==> config.mk <==
export PLATFORM = sky130hd
export DESIGN_NAME = instr_prefetch_mem
export DESIGN_NICKNAME = d
export VERILOG_FILES = /design/src/rtl/imem_pkg.sv /design/src/rtl/imem_fifo.sv /design/src/rtl/instr_prefetch_mem.sv
export SDC_FILE = /design/constraint.sdc
export NUM_CORES = 1
export LEC_CHECK = 0
export ABC_AREA = 1
export CAP_MARGIN = 20
export CORE_MARGIN = 3
export CORE_UTILIZATION = 29
export DETAILED_ROUTE_END_ITERATION = 16
export DONT_BUFFER_PORTS = 1
export GPL_ROUTABILITY_DRIVEN = 0
export SYNTH_ARGS = -nofsm -noshare
export SYNTH_HDL_FRONTEND = slang
export SYNTH_SLANG_ARGS = --single-unit
export TNS_END_PERCENT = 20
==> constraint.sdc <==
create_clock -name clk -period 2.1 [get_ports clk]
set_input_delay 0.42 -clock clk [delete_from_list [all_inputs] [get_ports clk]]
set_output_delay 0.42 -clock clk [all_outputs]
set_load 0.05 [all_outputs]
==> src/rtl/imem_pkg.sv <==
// Shared types and defaults for the instruction prefetch memory.
// Latency: n/a (declarations only).
// Backpressure: n/a.
package imem_pkg;

   // Fetch controller states; IDLE is the reset state.
   typedef enum logic [1:0] {
      IDLE     = 2'd0,
      RUN      = 2'd1,
      REDIRECT = 2'd2
   } state_t;

   localparam int BYTE_W_DEF = 4;  // bytes per instruction word
   localparam int ADDR_W_DEF = 8;  // byte-address width

endpackage

==> src/rtl/imem_fifo.sv <==
// Generic synchronous FIFO holding prefetched {pc, instr} entries.
// Latency: a push is visible at head_dat after the next rising edge.
// Backpressure: push is ignored when full, pop when empty; clear empties it and wins over push/pop.
//
// Ports: clk, rst_n (async active-low); push/push_dat write side;
//        pop/head_dat read side (head_dat is the oldest entry);
//        clear flushes all entries; full, empty, count report occupancy.
module imem_fifo #(
   parameter int WIDTH = 8,
   parameter int DEPTH = 4
)(
   input  logic                       clk,
   input  logic                       rst_n,
   input  logic                       push,
   input  logic [WIDTH-1:0]           push_dat,
   input  logic                       pop,
   input  logic                       clear,
   output logic [WIDTH-1:0]           head_dat,
   output logic                       full,
   output logic                       empty,
   output logic [$clog2(DEPTH):0]     count
);
   localparam int PTR_W = $clog2(DEPTH);
   localparam int CNT_W = PTR_W + 1;

   logic [WIDTH-1:0] store [DEPTH];
   logic [PTR_W-1:0] wr_ptr;
   logic [PTR_W-1:0] rd_ptr;
   logic             do_push;
   logic             do_pop;

   assign full     = (count == CNT_W'(DEPTH));
   assign empty    = (count == '0);
   assign do_push  = push && !full;
   assign do_pop   = pop && !empty;
   assign head_dat = store[rd_ptr];

   // Storage carries no reset: only the pointers define what is valid.
   always_ff @(posedge clk) begin
      if (do_push && !clear) begin
         store[wr_ptr] <= push_dat;
      end
   end

   // DEPTH is a power of two, so the pointers wrap naturally.
   always_ff @(posedge clk or negedge rst_n) begin
      if (!rst_n) begin
         wr_ptr <= '0;
         rd_ptr <= '0;
         count  <= '0;
      end else if (clear) begin
         wr_ptr <= '0;
         rd_ptr <= '0;
         count  <= '0;
      end else begin
         if (do_push) begin
            wr_ptr <= wr_ptr + PTR_W'(1);
         end
         if (do_pop) begin
            rd_ptr <= rd_ptr + PTR_W'(1);
         end
         case ({do_push, do_pop})
            2'b10:   count <= count + CNT_W'(1);
            2'b01:   count <= count - CNT_W'(1);
            default: count <= count;
         endcase
      end
   end

endmodule

==> src/rtl/instr_prefetch_mem.sv <==
// Byte-addressed instruction memory with a sequential prefetcher feeding a small queue.
// Latency: out_valid rises two cycles after the start pulse (1-cycle read + 1 cycle into the queue).
// Backpressure: valid/ready; reads stop once queued + in-flight words reach FIFO_DEPTH, pc holds, no words lost.
//
// Ports: clk, rst_n (async active-low); start/start_addr begin fetching from IDLE;
//        flush/flush_addr redirect fetching (taken branch) and drop everything queued;
//        out_valid/out_ready/out_instr/out_pc deliver little-endian words with their byte address;
//        busy is high in RUN or REDIRECT.
// Build option IMEM_LOADER_EN adds wr_en/wr_addr/wr_byte, a byte write port accepted only in IDLE.
// Without it the memory is read-only.
module instr_prefetch_mem
   import imem_pkg::*;
#(
   parameter int    BYTE_W     = BYTE_W_DEF,
   parameter int    ADDR_W     = ADDR_W_DEF,
   parameter int    FIFO_DEPTH = 4,
   parameter string INIT_FILE  = ""
)(
   input  logic                  clk,
   input  logic                  rst_n,
   input  logic                  start,
   input  logic [ADDR_W-1:0]     start_addr,
   input  logic                  flush,
   input  logic [ADDR_W-1:0]     flush_addr,
   output logic                  out_valid,
   input  logic                  out_ready,
   output logic [8*BYTE_W-1:0]   out_instr,
   output logic [ADDR_W-1:0]     out_pc,
   output logic                  busy
`ifdef IMEM_LOADER_EN
   ,
   input  logic                  wr_en,
   input  logic [ADDR_W-1:0]     wr_addr,
   input  logic [7:0]            wr_byte
`endif
);
   localparam int WORD_W = 8 * BYTE_W;
   localparam int ENT_W  = WORD_W + ADDR_W;
   localparam int CNT_W  = $clog2(FIFO_DEPTH) + 1;
   localparam logic [ADDR_W-1:0] ALIGN_MASK = ~ADDR_W'(BYTE_W - 1);
   localparam logic [ADDR_W-1:0] STEP       = ADDR_W'(BYTE_W);

   logic [7:0]        mem [0:(1<<ADDR_W)-1];

   state_t            state;
   logic [ADDR_W-1:0] pc;          // next address to fetch
   logic              inflight;    // rd_word/rd_pc hold a read issued last cycle
   logic [WORD_W-1:0] rd_word;
   logic [ADDR_W-1:0] rd_pc;

   logic              flush_act;
   logic              credit_ok;
   logic              rd_issue;
   logic [ADDR_W-1:0] fetch_addr;
   logic [WORD_W-1:0] fetch_word;

   logic              fifo_push;
   logic              fifo_pop;
   logic              fifo_full;
   logic              fifo_empty;
   logic [CNT_W-1:0]  fifo_count;
   logic [ENT_W-1:0]  head_dat;
   logic [ENT_W-1:0]  last_dat;
   logic [ENT_W-1:0]  shown_dat;

`ifdef IMEM_LOADER_EN
   always_ff @(posedge clk) begin
      if (wr_en && state == IDLE) begin
         mem[wr_addr] <= wr_byte;
      end
   end
`endif

   // Flush only matters once fetching has started.
   assign flush_act = flush && (state != IDLE);
   assign credit_ok = !fifo_full && ((int'(fifo_count) + int'(inflight)) < FIFO_DEPTH);

   // The start cycle itself issues the first read so the word lands in the queue
   // on the following edge; afterwards reads come from pc while credit allows.
   always_comb begin
      rd_issue   = 1'b0;
      fetch_addr = pc;
      if (state == IDLE) begin
         rd_issue   = start;
         fetch_addr = start_addr & ALIGN_MASK;
      end else begin
         rd_issue   = !flush && credit_ok;
      end
   end

   // Little-endian assembly; byte addresses wrap modulo 2^ADDR_W.
   always_comb begin
      fetch_word = '0;
      for (int i = 0; i < BYTE_W; i++) begin
         fetch_word[8*i +: 8] = mem[ADDR_W'(fetch_addr + ADDR_W'(i))];
      end
   end

   always_ff @(posedge clk or negedge rst_n) begin
      if (!rst_n) begin
         state    <= IDLE;
         pc       <= '0;
         inflight <= 1'b0;
         rd_word  <= '0;
         rd_pc    <= '0;
         busy     <= 1'b0;
      end else begin
         // A flush suppresses rd_issue, which also discards the in-flight read.
         inflight <= rd_issue;
         if (rd_issue) begin
            rd_word <= fetch_word;
            rd_pc   <= fetch_addr;
         end
         case (state)
            IDLE: begin
               if (start) begin
                  state <= RUN;
                  pc    <= (start_addr & ALIGN_MASK) + STEP;
                  busy  <= 1'b1;
               end
            end
            RUN, REDIRECT: begin
               busy <= 1'b1;
               if (flush) begin
                  state <= REDIRECT;
                  pc    <= flush_addr & ALIGN_MASK;
               end else begin
                  state <= RUN;
                  if (rd_issue) begin
                     pc <= pc + STEP;
                  end
               end
            end
            default: begin
               state <= IDLE;
               busy  <= 1'b0;
            end
         endcase
      end
   end

   // A flush on the same edge as a handshake drops that entry.
   assign fifo_push = inflight && !flush_act;
   assign fifo_pop  = out_valid && out_ready && !flush_act;

   imem_fifo #(
      .WIDTH (ENT_W),
      .DEPTH (FIFO_DEPTH)
   ) u_fifo (
      .clk      (clk),
      .rst_n    (rst_n),
      .push     (fifo_push),
      .push_dat ({rd_pc, rd_word}),
      .pop      (fifo_pop),
      .clear    (flush_act),
      .head_dat (head_dat),
      .full     (fifo_full),
      .empty    (fifo_empty),
      .count    (fifo_count)
   );

   // Remember the last presented entry so the outputs hold while the queue is empty.
   always_ff @(posedge clk or negedge rst_n) begin
      if (!rst_n) begin
         last_dat <= '0;
      end else if (!fifo_empty) begin
         last_dat <= head_dat;
      end
   end

   assign out_valid = !fifo_empty;
   assign shown_dat = fifo_empty ? last_dat : head_dat;
   assign out_instr = shown_dat[WORD_W-1:0];
   assign out_pc    = shown_dat[ENT_W-1:WORD_W];

endmodule

==> impl_results.md <==
- Register area share after synthesis: roughly 61%
- Clock net sink count: ~90
- FF+latch count, synth: between 90 and 100
- Clock buffer depth: 2
- Avg Cell Area, Syn: 9.75 sq um
- Cell taking the most area after synthesis: dfrtp_1
- Die Wd: 123 um
- Crit path arrival time: around 1.6 ns
- Synth top area cells: dfrtp_1 (40%), edfxtp_1 (21%), nor2_1 (7.5%), nand2_1 (6.2%), inv_1 (5.1%)
- DR iter-0 viols: approximately 160
- Tcrit/Tclk final: between 90% and 100%
- Synth unique cells: 30
- Layout cells sized above 1: about a quarter
- Setup crit start: u_fifo.count[1]
- DR DRC count: 0
- Setup CP Type: reg2out
- Synthesized area: between 3000 and 4000 sq um
- Largest net degree at the start of global routing: 65
- Final slew viol count: 0
- Max FO, Critical Path: 6
- Worst skew pair latency: around 0.33 ns
- First-pass GRT wire length: 13,800 um
- Placed wire-length estimate: a little under 6000 um
- Min-delay src: start_addr[2]
- Vias per cell: approximately 4.3
- Post-synth EDFFs: 28
- Total power draw: between 0.007 and 0.008 W
- Worst path required time: between 1.5 and 2 ns
- I/O pin count: 63
- Top-count cell post-synth: nor2_1
- FF/Latch Area: 2450 sq um
- Syn Inst Count: 408
- Routed WL: roughly 8000 um
- Yosys top cell area share: 40.3%
- # port buffers: 0
- Final nets: about 510
- Grt total ovfl: 0
- Max cap viols: 0
- Worst VDD drop: 527 uV
- Pwr Density: 1540 nW/um^2
- Area Growth Syn to Fin: 27.7%
- Area of the multi-input gates: ~1300 sq um
- Yosys warns: 0
- # diodes: 0
- CTS tree: yes
- DRT antenna net count: 0
- RSZ-0062 raised after global routing: true
- Wirelength per Cell: about 12 um
- Worst-margin pin slew: 0.479 ns
- # rows: 42
- Post-synthesis mux area share: 0%
- Setup violators final: 0
- Drt pass-1 iters: 4
- Clock-pin slew on the worst setup and hold paths: approximately 0.06 ns
- DIE HEIGHT: approximately 120 um
- Max_slew headroom: about two thirds
- Synth Net Count: between 400 and 500
- H-tree depth: 3
- Initial Util: approximately 30%
- Initial antenna violation count: 0
- Status: completed
- Total die area: 15,200 sq um
- Clk_skew: 0.00518 ns
- Post-Synth XOR/XNOR Area: less than 1%
- Core area: 13,300 sq um
- Fillers: between 1,000 and 1,500
- Via count: around 2,800
- CTS Root Cell: clkbuf_16
- Static Leak: approximately 2.3 nW
- Fmax: approximately 490 MHz
- Vias in the first global route: between 2,000 and 3,000
- Inserted Clock Buffers: 9
- Setup crit end kind: output port
- Asr flop ratio synth: between 60% and 70%
- Compound-gate portion of the synthesized area: between 7 and 8%
- Largest family of logic cells by synthesized area: simple AND/OR/NAND/NOR gates
- Total global-route track usage: a little under an eighth
- Commonest cells in the synthesized netlist: nor2_1 (79), nand2_1 (66), dfrtp_1 (64), inv_1 (54), edfxtp_1 (28)
- Final Hold Fails: 0
- Critical Path Start Type: flip-flop
- Core Util, Final: a little under two fifths
- Reg2Reg Launch Point: state[0]
- Final critical-path required period: 2.03 ns
- Post-synth top flop: dfrtp_1
- Fraction of the mapped netlist area in simple logic gates: between 10% and 20%
- HP Class: in2reg
- Post-Synth Adder-Cell Area: under 10%
-- power by group --
group,switching [W],internal (W)
logic,0.00222,0.00132
clock network,0.000647,0.000911
registers,0.000344,0.00236
total,0.00321,0.00459
-- layout by cell type, fill, tap and decap left out, types with 3 or more instances in the layout --
cell	Yosys	layout
a21oi_1	4	4
a31oi_1	10	8
a31oi_2	2	3
buf_4	0	61
buf_6	3	3
clkbuf_16	0	10
dfrtp_1	64	60
dfrtp_2	0	4
edfxtp_1	28	28
ha_1	8	7
inv_1	54	54
inv_2	5	5
inv_4	1	5
nand2_1	66	63
nand2_2	4	6
nand2_4	4	5
nand3_1	23	23
nor2_1	79	75
nor2_2	4	7
nor2_4	2	3
o21ai_0	24	20
o21ai_1	3	7
-- registers in the layout, summed over array words and instances (netlist names), 2 cells and up --
| name | count |
|---|---|
| u_fifo.store | 28 |
| u_fifo.count | 3 |
| state | 2 |
| pc | 6 |
| rd_pc | 7 |
| u_fifo.rd_ptr | 2 |
| last_dat | 40 |
| u_fifo.wr_ptr | 2 |
-- worst max-delay path, stage by stage, from the launching register on --
cell and delay, ns:
dfrtp_2 0.44, nor2_4 0.15, nand2_4 0.09, buf_4 0.17, a31oi_4 0.42
-- cell families (layout without fill, tap and decap cells) --
family	Yosys count	count (layout)
simple gates	183	183
fa+ha+maj	9	9
flops	92	92
buf+inv	73	146
xor+xnor	2	2
compound gates	49	49
-- timing repair --
| action | 4_1_cts | 5_1_grt |
|---|---|---|
| gates resized for setup | 9 | 20 |
| cloned | 0 | 0 |
| hold buffers | 2 | 0 |
| pin swaps | 2 | 7 |
| setup buffers | 3 | 7 |
| setup endpoints to repair | 39 | 39 |
| hold endpoints to repair | 64 | 0 |
-- layer usage --
metal  track usage [%]  routed length (um)  up-vias
met2              17.9                3570       84
li1                  -                   -     1431
met3              4.03                 623       14
met1              15.3                3800     1301
met5                 0                   0        -
met4              3.32                 124        0
-- stage by stage --
step	setup slack [ns]	instances	TNS (ns)	area, sq um	hold WS (ns)
detailed placement	0.0460	629	0	4580	0.126
CTS	0.0101	650	0	4960	0.225
global route	-0.0177	657	-0.0195	5080	0.251
floorplan	-0.139	408	-1.31	3980	0.124
global placement	0.103	629	0	4580	0.126
finish	0.0657	657	0	5080	0.247
-- final timing paths --
path                       cells after the start  slack [ns]         endpoint
max                                            4        0.07        out_pc[5]
min                                            2        0.25         rd_pc[2]
max reg2reg                                   14        0.11  u_fifo.count[2]
min reg2reg                                    2        0.49     last_dat[14]
max in group asynchronous                      2        1.20  u_fifo.count[0]
min in group asynchronous                      2        0.62     last_dat[26]
-- final cells by class --
cell class	count	area share, %
Inverter	61	4.61
Clock buffer	12	5.27
Clock inverter	4	0.542
Sequential cell	92	48.2
Multi-Input combinational cell	243	25.5
Timing Repair Buffer	69	11.5
Tap cell	176	4.34
(Power assumes the default switching activity.)
